## config.mk

```make
export PLATFORM = sky130hd
export DESIGN_NAME = arb_grant_xfer_flat
export DESIGN_NICKNAME = d
export VERILOG_FILES = /design/src/rtl/arb_pkg.sv /design/src/rtl/arb_grant_xfer_if.sv /design/src/rtl/arb_onehot_enc.sv /design/src/rtl/arb_grant_xfer.sv /design/src/flat_wrapper.sv
export SDC_FILE = /design/constraint.sdc
export NUM_CORES = 1
export LEC_CHECK = 0
export CORE_ASPECT_RATIO = 0.7
export CORE_MARGIN = 1
export CORE_UTILIZATION = 45
export DETAILED_ROUTE_END_ITERATION = 8
export GPL_TIMING_DRIVEN = 0
export MAX_ROUTING_LAYER = met4
export PLACE_DENSITY_LB_ADDON = 0.1
export SYNTH_ARGS = -nofsm -noshare
export SYNTH_HDL_FRONTEND = slang
export SYNTH_SLANG_ARGS = --single-unit
```

## constraint.sdc

```tcl
create_clock -name clk -period 2 [get_ports clk]
set_input_delay 0.4 -clock clk [delete_from_list [all_inputs] [get_ports clk]]
set_output_delay 0.4 -clock clk [all_outputs]
set_load 0.02 [all_outputs]
```

## src/rtl/arb_pkg.sv

```systemverilog
// -----------------------------------------------------------------------------
// arb_pkg
// Shared definitions for the fixed-priority arbiter family and its grant
// consumer (arb_grant_xfer).
//   N_REQ          : default number of requesters (arbiter width)
//   BURST_LEN_DEF  : default beats moved per granted transfer
//   idw_f()        : owner index width for a given requester count
//   state_t        : grant-consumer FSM states
//   is_onehot()    : true when exactly one bit of a vector is set
//   onehot_to_idx(): index of the highest set bit (the only one when one-hot)
// Vectors are passed zero-extended to 32 bits so the helpers serve any
// requester count up to 32.
// -----------------------------------------------------------------------------
package arb_pkg;

  localparam int N_REQ         = 4;
  localparam int BURST_LEN_DEF = 4;

  // Owner index width; a single requester still gets a 1-bit index.
  function automatic int idw_f(input int n);
    return (n > 2) ? $clog2(n) : 1;
  endfunction

  typedef enum logic [1:0] {
    IDLE = 2'd0,
    XFER = 2'd1,
    DONE = 2'd2
  } state_t;

  // v & (v-1) clears the lowest set bit; a one-hot vector becomes zero.
  function automatic logic is_onehot(input logic [31:0] v);
    return (v != 32'd0) && ((v & (v - 32'd1)) == 32'd0);
  endfunction

  function automatic logic [7:0] onehot_to_idx(input logic [31:0] v);
    logic [7:0] idx;
    idx = 8'd0;
    for (int i = 0; i < 32; i++) begin
      if (v[i]) begin
        idx = 8'(i);
      end else begin
        idx = idx;
      end
    end
    return idx;
  endfunction

endpackage

```

## src/rtl/arb_grant_xfer_if.sv

```systemverilog
// -----------------------------------------------------------------------------
// arb_grant_xfer_if
// Bundles the grant input, the per-requester beat sources and the output beat
// channel of arb_grant_xfer.
//   grant      : one-hot grant from the arbiter (0 = none)
//   req_valid  : per-requester beat available
//   req_data   : per-requester beat data, lane i at [i*DW +: DW]
//   req_pop    : one-hot beat-consumed strobe to the owner
//   out_*      : output beat channel (valid/ready), source index, last flag
//   done       : one-cycle one-hot burst-complete pulse
//   busy       : transfer in progress
//   grant_err  : sticky multi-hot grant flag
// slave  : the transfer engine side
// master : the environment side (arbiter, requesters, downstream sink)
// -----------------------------------------------------------------------------
interface arb_grant_xfer_if #(
  parameter int N   = 4,
  parameter int DW  = 8,
  parameter int IDW = 2
);

  logic [N-1:0]    grant;
  logic [N-1:0]    req_valid;
  logic [N*DW-1:0] req_data;
  logic [N-1:0]    req_pop;
  logic            out_valid;
  logic            out_ready;
  logic [DW-1:0]   out_data;
  logic [IDW-1:0]  out_src;
  logic            out_last;
  logic [N-1:0]    done;
  logic            busy;
  logic            grant_err;

  modport slave (
    input  grant, req_valid, req_data, out_ready,
    output req_pop, out_valid, out_data, out_src, out_last, done, busy, grant_err
  );

  modport master (
    output grant, req_valid, req_data, out_ready,
    input  req_pop, out_valid, out_data, out_src, out_last, done, busy, grant_err
  );

endinterface

```

## src/rtl/arb_onehot_enc.sv

```systemverilog
// -----------------------------------------------------------------------------
// arb_onehot_enc
// Combinational classification of the arbiter grant vector.
//   grant  (in)  : grant vector, N bits
//   idx    (out) : index of the granted requester (meaningful when onehot=1)
//   onehot (out) : exactly one grant bit set
//   multi  (out) : more than one grant bit set (illegal grant)
// grant=0 gives onehot=0 and multi=0.
// -----------------------------------------------------------------------------
module arb_onehot_enc
  import arb_pkg::*;
#(
  parameter int N   = N_REQ,
  parameter int IDW = 2
) (
  input  logic [N-1:0]   grant,
  output logic [IDW-1:0] idx,
  output logic           onehot,
  output logic           multi
);

  logic [31:0] grant_ext_s;

  // Classify the grant and encode the winner index
  always_comb begin
    grant_ext_s = 32'(grant);
    onehot      = is_onehot(grant_ext_s);
    multi       = (grant_ext_s != 32'd0) && !onehot;
    idx         = IDW'(onehot_to_idx(grant_ext_s));
  end

endmodule

```

## src/rtl/arb_grant_xfer.sv

```systemverilog
// -----------------------------------------------------------------------------
// arb_grant_xfer
// Consumer of the fixed-priority arbiter's registered one-hot grant. On a
// legal grant in IDLE it latches the winner as owner and moves BURST_LEN
// beats from that requester's lane to a single valid/ready output channel,
// then pulses done[owner] for one cycle so the requester can drop its request.
// Multi-hot grants seen in IDLE set a sticky grant_err and are not served.
//
// Ports:
//   clk            : rising-edge clock
//   rst_n          : asynchronous active-low reset
//   bus.grant      : one-hot grant, ignored outside IDLE
//   bus.req_valid  : per-requester beat available
//   bus.req_data   : per-requester beat data, lane i at [i*DW +: DW]
//   bus.req_pop    : combinational one-hot pop to the owner when a beat loads
//   bus.out_valid  : registered output beat valid
//   bus.out_ready  : downstream ready
//   bus.out_data   : registered output beat
//   bus.out_src    : registered owner index of the current beat
//   bus.out_last   : registered final-beat marker
//   bus.done       : registered one-cycle one-hot burst-complete pulse
//   bus.busy       : high in XFER and DONE
//   bus.grant_err  : sticky multi-hot grant flag, cleared only by reset
// -----------------------------------------------------------------------------
module arb_grant_xfer
  import arb_pkg::*;
#(
  parameter int N         = N_REQ,
  parameter int DW        = 8,
  parameter int BURST_LEN = BURST_LEN_DEF
) (
  input logic             clk,
  input logic             rst_n,
  arb_grant_xfer_if.slave bus
);

  localparam int         IDW     = idw_f(N);
  localparam logic [7:0] BL_C    = 8'(BURST_LEN);
  localparam logic [7:0] BL_M1_C = 8'(BURST_LEN - 1);

  state_t          state_r;
  state_t          state_next_s;

  logic [IDW-1:0]  owner_r;
  logic [7:0]      ld_cnt_r;     // beats loaded into the output register
  logic [7:0]      tx_cnt_r;     // beats accepted downstream

  logic            out_valid_r;
  logic [DW-1:0]   out_data_r;
  logic [IDW-1:0]  out_src_r;
  logic            out_last_r;
  logic [N-1:0]    done_r;
  logic [N-1:0]    done_next_s;
  logic            grant_err_r;

  logic [IDW-1:0]  enc_idx_s;
  logic            enc_onehot_s;
  logic            enc_multi_s;

  logic            load_s;
  logic            accept_s;
  logic [N-1:0]    req_pop_s;
  logic [DW-1:0]   lane_s [N];

  arb_onehot_enc #(
    .N   (N),
    .IDW (IDW)
  ) u_enc (
    .grant  (bus.grant),
    .idx    (enc_idx_s),
    .onehot (enc_onehot_s),
    .multi  (enc_multi_s)
  );

  // Split the flat request data bus into per-requester lanes
  always_comb begin
    for (int i = 0; i < N; i++) begin
      lane_s[i] = bus.req_data[i*DW +: DW];
    end
  end

  // Beat load / accept strobes and the owner pop
  // A slot is free when the output register is empty or its beat leaves
  // this cycle, which gives one beat per cycle under continuous ready.
  always_comb begin
    load_s    = 1'b0;
    accept_s  = 1'b0;
    req_pop_s = {N{1'b0}};
    if (state_r == XFER) begin
      load_s   = bus.req_valid[owner_r] && (ld_cnt_r < BL_C) &&
                 (!out_valid_r || bus.out_ready);
      accept_s = out_valid_r && bus.out_ready;
      if (load_s) begin
        req_pop_s[owner_r] = 1'b1;
      end else begin
        req_pop_s = {N{1'b0}};
      end
    end else begin
      load_s    = 1'b0;
      accept_s  = 1'b0;
      req_pop_s = {N{1'b0}};
    end
  end

  // FSM state register
  always_ff @(posedge clk or negedge rst_n) begin
    if (!rst_n) begin
      state_r <= IDLE;
    end else begin
      state_r <= state_next_s;
    end
  end

  // FSM next state; the burst ends when the final beat is accepted
  always_comb begin
    state_next_s = state_r;
    case (state_r)
      IDLE: begin
        if (enc_onehot_s) begin
          state_next_s = XFER;
        end else begin
          state_next_s = IDLE;
        end
      end
      XFER: begin
        if (accept_s && (tx_cnt_r == BL_M1_C)) begin
          state_next_s = DONE;
        end else begin
          state_next_s = XFER;
        end
      end
      DONE:    state_next_s = IDLE;
      default: state_next_s = IDLE;
    endcase
  end

  // Done pulse is registered so it lines up with the single DONE cycle
  always_comb begin
    done_next_s = {N{1'b0}};
    if ((state_r == XFER) && (state_next_s == DONE)) begin
      done_next_s[owner_r] = 1'b1;
    end else begin
      done_next_s = {N{1'b0}};
    end
  end

  // Owner capture, beat counters and the output beat register
  always_ff @(posedge clk or negedge rst_n) begin
    if (!rst_n) begin
      owner_r     <= {IDW{1'b0}};
      ld_cnt_r    <= 8'd0;
      tx_cnt_r    <= 8'd0;
      out_valid_r <= 1'b0;
      out_data_r  <= {DW{1'b0}};
      out_src_r   <= {IDW{1'b0}};
      out_last_r  <= 1'b0;
    end else begin
      case (state_r)
        IDLE: begin
          out_valid_r <= 1'b0;
          if (enc_onehot_s) begin
            owner_r  <= enc_idx_s;
            ld_cnt_r <= 8'd0;
            tx_cnt_r <= 8'd0;
          end
        end
        XFER: begin
          if (accept_s) begin
            tx_cnt_r <= tx_cnt_r + 8'd1;
          end
          // Without a load the beat register only changes when it drains,
          // so data/src/last stay put while the sink stalls.
          if (load_s) begin
            out_valid_r <= 1'b1;
            out_data_r  <= lane_s[owner_r];
            out_src_r   <= owner_r;
            out_last_r  <= (ld_cnt_r == BL_M1_C);
            ld_cnt_r    <= ld_cnt_r + 8'd1;
          end else if (bus.out_ready) begin
            out_valid_r <= 1'b0;
          end
        end
        DONE:    out_valid_r <= 1'b0;
        default: out_valid_r <= 1'b0;
      endcase
    end
  end

  // Burst-complete pulse register
  always_ff @(posedge clk or negedge rst_n) begin
    if (!rst_n) begin
      done_r <= {N{1'b0}};
    end else begin
      done_r <= done_next_s;
    end
  end

  // Sticky illegal-grant flag, only meaningful while waiting for a grant
  always_ff @(posedge clk or negedge rst_n) begin
    if (!rst_n) begin
      grant_err_r <= 1'b0;
    end else if ((state_r == IDLE) && enc_multi_s) begin
      grant_err_r <= 1'b1;
    end
  end

  assign bus.req_pop   = req_pop_s;
  assign bus.out_valid = out_valid_r;
  assign bus.out_data  = out_data_r;
  assign bus.out_src   = out_src_r;
  assign bus.out_last  = out_last_r;
  assign bus.done      = done_r;
  assign bus.busy      = (state_r != IDLE);
  assign bus.grant_err = grant_err_r;

endmodule

```

## src/flat_wrapper.sv

```systemverilog
// flat-port wrapper written by rule: the top's interface ports become plain ports
module arb_grant_xfer_flat import arb_pkg::*;
#(
  parameter int N         = N_REQ,
  parameter int DW        = 8,
  parameter int BURST_LEN = BURST_LEN_DEF
)
  (clk, rst_n, bus_grant, bus_req_valid, bus_req_data, bus_out_ready, bus_req_pop, bus_out_valid, bus_out_data, bus_out_src, bus_out_last, bus_done, bus_busy, bus_grant_err);
  arb_grant_xfer_if #(.N(N), .DW(DW), .IDW((2))) bus_i ();
  input logic clk;
  input logic rst_n;
  input wire logic [$bits(bus_i.grant)-1:0] bus_grant;
  input wire logic [$bits(bus_i.req_valid)-1:0] bus_req_valid;
  input wire logic [$bits(bus_i.req_data)-1:0] bus_req_data;
  input wire logic [$bits(bus_i.out_ready)-1:0] bus_out_ready;
  output wire logic [$bits(bus_i.req_pop)-1:0] bus_req_pop;
  output wire logic [$bits(bus_i.out_valid)-1:0] bus_out_valid;
  output wire logic [$bits(bus_i.out_data)-1:0] bus_out_data;
  output wire logic [$bits(bus_i.out_src)-1:0] bus_out_src;
  output wire logic [$bits(bus_i.out_last)-1:0] bus_out_last;
  output wire logic [$bits(bus_i.done)-1:0] bus_done;
  output wire logic [$bits(bus_i.busy)-1:0] bus_busy;
  output wire logic [$bits(bus_i.grant_err)-1:0] bus_grant_err;
  assign bus_i.grant = bus_grant;
  assign bus_i.req_valid = bus_req_valid;
  assign bus_i.req_data = bus_req_data;
  assign bus_i.out_ready = bus_out_ready;
  assign bus_req_pop = bus_i.req_pop;
  assign bus_out_valid = bus_i.out_valid;
  assign bus_out_data = bus_i.out_data;
  assign bus_out_src = bus_i.out_src;
  assign bus_out_last = bus_i.out_last;
  assign bus_done = bus_i.done;
  assign bus_busy = bus_i.busy;
  assign bus_grant_err = bus_i.grant_err;
  arb_grant_xfer #(.N(N), .DW(DW), .BURST_LEN(BURST_LEN)) u_core (.clk(clk), .rst_n(rst_n), .bus(bus_i));
endmodule
```

### After elaboration in Yosys (flattened, before gate mapping)

Cells that the tools add are included.

| word-level totals | value |
|---|---|
| word-level logic and storage cells | 74 |
| register bits after elaboration | 37 |
| output and inout port bits | 22 |
| input bits | 43 |

| cells by class | value |
|---|---|
| equal/unequal tests | 8 |
| bitwise logic cells | 2 |
| multiplexer cells | 26 |
| add/sub/neg operators | 3 |
| $lt $le $gt $ge | 4 |
| reduce and logical (&&, ||, !) cells | 21 |

Operators with widths:

| cell | number |
|---|---|
| $mux W8 | 5 |
| $and A4 B32 Y32 | 1 |
| $logic_not A32 Y1 | 1 |
| $pmux W8 S2 | 2 |
| $add A8 B1 Y8 const B | 2 |
| $bmux W8 S2 | 1 |
| $eq A8 B2 Y1 const B | 2 |
| $mux W4 | 3 |
| $logic_and A1 B1 Y1 | 9 |
| $mux W1 | 9 |
| $lt A8 B3 Y1 const B | 1 |
| $mux W2 | 3 |
| $ne A2 B1 Y1 const B | 3 |
| $reduce_and A3 Y1 | 2 |
| $sub A4 B1 Y5 const B | 1 |
| $pmux W2 S2 | 1 |
| $reduce_and A2 Y1 | 2 |
| $reduce_bool A2 Y1 | 2 |
| $reduce_bool A4 Y1 | 1 |
| $ge A3 B3 Y1 const B | 1 |
| $lt A2 B3 Y1 const B | 1 |
| $ne A3 B2 Y1 const B | 1 |
| $not A2 Y3 | 1 |
| $bmux W1 S2 | 1 |
| 7 further kinds | 8 |

### Logic depth before layout (Yosys ltp)

| depth | value |
|---|---|
| depth in word-level cells | 9 |
| depth in mapped cells | 6 |
| mapped depth without buffers | 4 |

### Cells and area by module

A second synthesis with hierarchy kept.

| unflattened totals | value |
|---|---|
| cell total of the unflattened synthesis | 154 |
| area total of the unflattened synthesis | 1865.5 um^2 |

Modules (own cells, without submodules):

| module | cells an instance | instances | area each (um^2) | sequential area each (um^2) |
|---|---|---|---|---|
| arb_grant_xfer | 143 | 1 | 1794.2 | 925.9 |
| arb_onehot_enc | 11 | 1 | 71.3 | 0.0 |

### Worst setup path after synthesis

OpenSTA, ideal clock, no wires.

| path | value |
|---|---|
| kind | flip-flop to output port |
| from | reg u_core.ld_cnt_r[4] |
| to | out bus_req_pop[0] |
| arrival | 1.515 ns |
| required time | 1.600 ns |
| slack | 0.085 ns |
| path buffers | 0 |
| stages on the path, launching flop included | 4 |
| cells stage by stage | dfrtp_1 > nor4_1 > nand4_1 > nor3_1 |

| between the ends | value |
|---|---|
| cells in the longest elaborated chain, start to end | 5 |

RTL lines:

| what | RTL line | text |
|---|---|---|
| start, declared | arb_grant_xfer.sv:45 | `logic [7:0] ld_cnt_r;` |
| start signal, assigned | arb_grant_xfer.sv:178 | `ld_cnt_r <= ld_cnt_r + 8'd1;` |
| $lt A8 B3 Y1 | arb_grant_xfer.sv:90 | `load_s = bus.req_valid[owner_r] && (ld_cnt_r < BL_C) &&` |
| $logic_and A1 B1 Y1 (2 in a row) | arb_grant_xfer.sv:90 |  |
| $mux W4 | arb_grant_xfer.sv:93 | `if (load_s) begin` |
| $mux W4 | arb_grant_xfer.sv:89 | `if (state_r == XFER) begin` |
| end, declared | flat_wrapper.sv:16 | `output wire logic [$bits(bus_i.req_pop)-1:0] bus_req_pop;` |

No other way between the ends.

### Worst setup path after layout

Ends and elaborated chain as after synthesis.

==> results by group <==
Floorplan
  – Initial core utilization: between 40% and 50%
  – Core outline area: 0.003994 mm²
  – Chip width: 79.73 µm
  – I/O pin total: 65
  – DIE AREA: between 0.004 and 0.005 mm²
  – Die height: 56.41 µm
  – # rows: 19

Setup path
  – CP delay by family, top: simple AND/OR/NAND/NOR gates
  – Arrival time worst endpoint: 1.77 ns
  – Crit Reg-Reg Startpoint: u_core.owner_r[0]$_DFFE_PN0P_
  – CP max stage delay: 0.41 ns
  – Worst EP required: 1.60 ns
  – Critical path launch point type: register
  – Largest fanout on the critical path: 3
  – Crit-path cells: nor4_4, nand4_1, buf_4, nor3_2, buf_4
  – R2R Setup Slk: roughly 0.13 ns
  – Worst Setup EP: bus_req_pop[0]
  – Slowest-stage cell, CP: dfrtp_1
  – CP Depth: 5
  – CP endpoint kind: output pin
  – Setup CP Type: register to output pin
  – Reg-to-reg critical path endpoint: u_core.bus.out_data[2]$_DFFE_PN0P_
  – Cell mode on critical path: buf_4
  – Critical path startpoint: u_core.ld_cnt_r[4]$_DFFE_PN0P_
  – Buf+Inv Stages, Crit Path: 2
  – R2R cell count: 7

Yosys
  – Synthesized Nets: 204
  – Async S/R FF share, synth: between 90% and 100%
  – Avg Cell Area, Syn: between 10 and 15 µm²
  – Cells after Synth: 159
  – Top-area cell type share of the netlist area: 48.65%
  – Primary FF master, synth: dfrtp_1
  – Count of different cell masters after synthesis: 39
  – Post-Syn Area: 0.001903 mm²
  – Yosys reg bits: 37
  – Post-synthesis cell type with the largest combined area: dfrtp_1
  – Synthesis warning total: 0
  – Post-synth EDFFs: 0
  – Top cells by area, synth: dfrtp_1, mux2_4, mux4_2
  – Seq/Total Area, Yosys: between 40% and 50%

Final layout
  – Final nets: 279
  – Area Growth Syn to Fin: 49.44%
  – # diodes: 0
  – Design area: 0.002844 mm²
  – Fin util: 71.21%
  – Layout cells sized above 1: 22.98%

STA
  – Setup repair after global routing missed its margin: true
  – Final hold vios: 0
  – Worst rel slew slack: 45.93%
  – Max Freq: between 400 and 500 MHz
  – Final Max Tran Viols: 0
  – Final Critical Period: 2.174 ns
  – Finish-stage setup viols: 4
  – Clk_skew: 0.006064 ns
  – Slew @ Worst Pin: 0.8111 ns
  – Final WS setup: -0.1739 ns
  – Fin crit share: 108.7%

Global routing
  – Grt total ovfl: 0
  – Initial antenna violation count: 0
  – GRT Overall Usage: 23.17%
  – First-pass GRT wire length: roughly 7.6 mm
  – Vias in the first global route: roughly 1,500
  – Largest net degree at the start of global routing: 38

Routing
  – First-pass iteration count of the detailed router: 4
  – Iteration-0 DRC Markers: 60
  – Final ANT Viol Nets: 0
  – Routed len/inst: 16.17 µm
  – Final wirelength: about 4.6 mm
  – Vias: 1,525
  – DRC errors left: 0
  – Vias/cell: roughly 5.3

Flow run
  – Max-Cap Viols: 0

Clock network
  – Clock-pin slew on the worst setup and hold paths: 0.08 ns
  – Clk_lat worst skew: 0.28 ns
  – CTS sink count: 37
  – H-tree Lvls: 2
  – CTS tree: built
  – Total CTS buffers: 5
  – CTS max path bufs: 2
  – CTS root buf: clkbuf_8

Power and ir drop
  – VDD IR-drop max: between 0.0007 and 0.0008 V
  – PwrDens: between 1000 and 1500 mW/mm²
  – Overall Power: 3.562 mW
  – Leakage: ~1.3 nW

Place
  – IO buf count: just over 60
  – Routability cong.: between 0.8 and 0.9
  – Dpl ws: -0.7166 ns
  – Area after DPL: 0.002584 mm²
  – DP HPWL: 3.284 mm

Outcome
  – Status: complete, but fails checks
  – Failing checks: negative setup slack

Worst hold path
  – Hold Path Class: input port to asynchronous set/reset pin
registers in the layout, indices dropped and copies added (netlist names):
register	count
u_core.bus.done	4
u_core.bus.grant_err	1
u_core.bus.out_data	8
u_core.bus.out_last	1
u_core.bus.out_src	2
u_core.bus.out_valid	1
u_core.ld_cnt_r	8
u_core.owner_r	2
u_core.state_r	2
u_core.tx_cnt_r	8
where the power goes:
group | internal (mW) | switching, mW
Combinational | 0.909 | 0.784
Sequential | 0.956 | 0.155
Clock | 0.495 | 0.262
Total | 2.36 | 1.20
how the worst min path moves through the flow:
stage,startpoint,end,cells after the start
2_1_floorplan,rst_n,u_core.bus.done[0]$_DFF_PN0_,0
3_3_place_gp,u_core.bus.grant_err$_DFFE_PN0P_,u_core.bus.grant_err$_DFFE_PN0P_,1
3_5_place_dp,u_core.bus.grant_err$_DFFE_PN0P_,u_core.bus.grant_err$_DFFE_PN0P_,1
4_1_cts,rst_n,u_core.tx_cnt_r[7]$_DFFE_PN0P_,1
5_1_grt,rst_n,u_core.tx_cnt_r[5]$_DFFE_PN0P_,1
6_report,rst_n,u_core.tx_cnt_r[5]$_DFFE_PN0P_,1
cell families after synthesis:
kind of cell	count (synthesis)	synth area share, %
and+or+nand+nor	60	16.83
DFF	37	48.65
AOI/OAI and AO/OA	20	6.509
muxes	20	19.72
buffers and inverters	12	3.287
xor gates and xnor gates	8	3.682
adders and majority gates	2	1.315
per-layer routing:
metal	vias up	part of all wire (%)	routed length (µm)	track usage [%]
met1	761	49	2253	32.01
met2	36	47	2199	35.78
met3	2	3.7	172	4.553
met4	0	0.30	14	4.675
li1	726	-	-	-
met5	-	0	0	-
synthesized netlist by cell type, types with 2 or more instances:
master,number
mux4_1,4
mux2_4,9
clkbuf_1,3
nand2b_1,6
xor2_1,8
nand2_1,5
mux4_2,5
mux2_2,2
nor2_1,20
inv_1,2
nor4_1,2
o21ai_0,6
buf_2,2
nor3_1,2
buf_1,2
nand3_1,5
ha_1,2
buf_6,2
nor4b_1,2
and3_1,2
a21oi_1,5
o31ai_1,2
nor2b_1,6
dfrtp_1,37
nand4_1,4
cells in the final DEF, fill, tap and decap left out, drive strengths merged:
cell / n
nor3: 2
nand3: 6
xor2: 8
a211oi: 1
nor4b: 2
dlygate4sd2: 6
nand2: 5
clkinv: 2
o21ai: 7
bufinv: 2
buf: 18
mux4: 9
nor2: 21
and2: 1
o21a: 1
a21oi: 5
nor4: 2
or2b: 1
o21bai: 1
o31ai: 2
a31oi: 1
dfrtp: 37
clkdlybuf4s50: 51
nor2b: 6
mux2: 11
o22ai: 1
and4b: 1
inv: 2
o221ai: 1
and3: 2
and4: 1
ha: 2
clkbuf: 7
nand2b: 6
nand4: 4
final cells by class:
class,count,area [µm²]
fillers,273,1150
multi-input cells,110,999.7
flip-flops and latches,37,925.9
repair buffers,69,658.1
clock buffers,5,68.82
clock inverters,3,65.06
well taps,52,65.06
plain buffers,8,48.80
inverters,3,12.51
through the flow:
step                      setup TNS (ns)  std cells  hold WS, ns
final                            -0.5041        287       0.2008
after global routing             -0.6921        287       0.2808
after CTS                        -0.3979        287       0.2279
after detailed placement          -5.762        273       0.4660
after global placement            -13.40        273       0.4645
after floorplan                        0        159       0.1044
worst register-to-register path, stage by stage (launching register included):
cell,delay (ns)
dfrtp_1,0.37
buf_6,0.11
mux4_2,0.34
buf_4,0.11
nand3_2,0.08
nor2_2,0.20
buf_6,0.21
mux2_4,0.32
repair_timing:
action,CTS,global route
resized for setup,41,6
setup buffers,6,1
setup endpoints to repair,13,12
hold buffers,0,0
gates cloned,0,0
pin swaps,1,1
No activity file was read; power rests on OpenSTA's default activity.
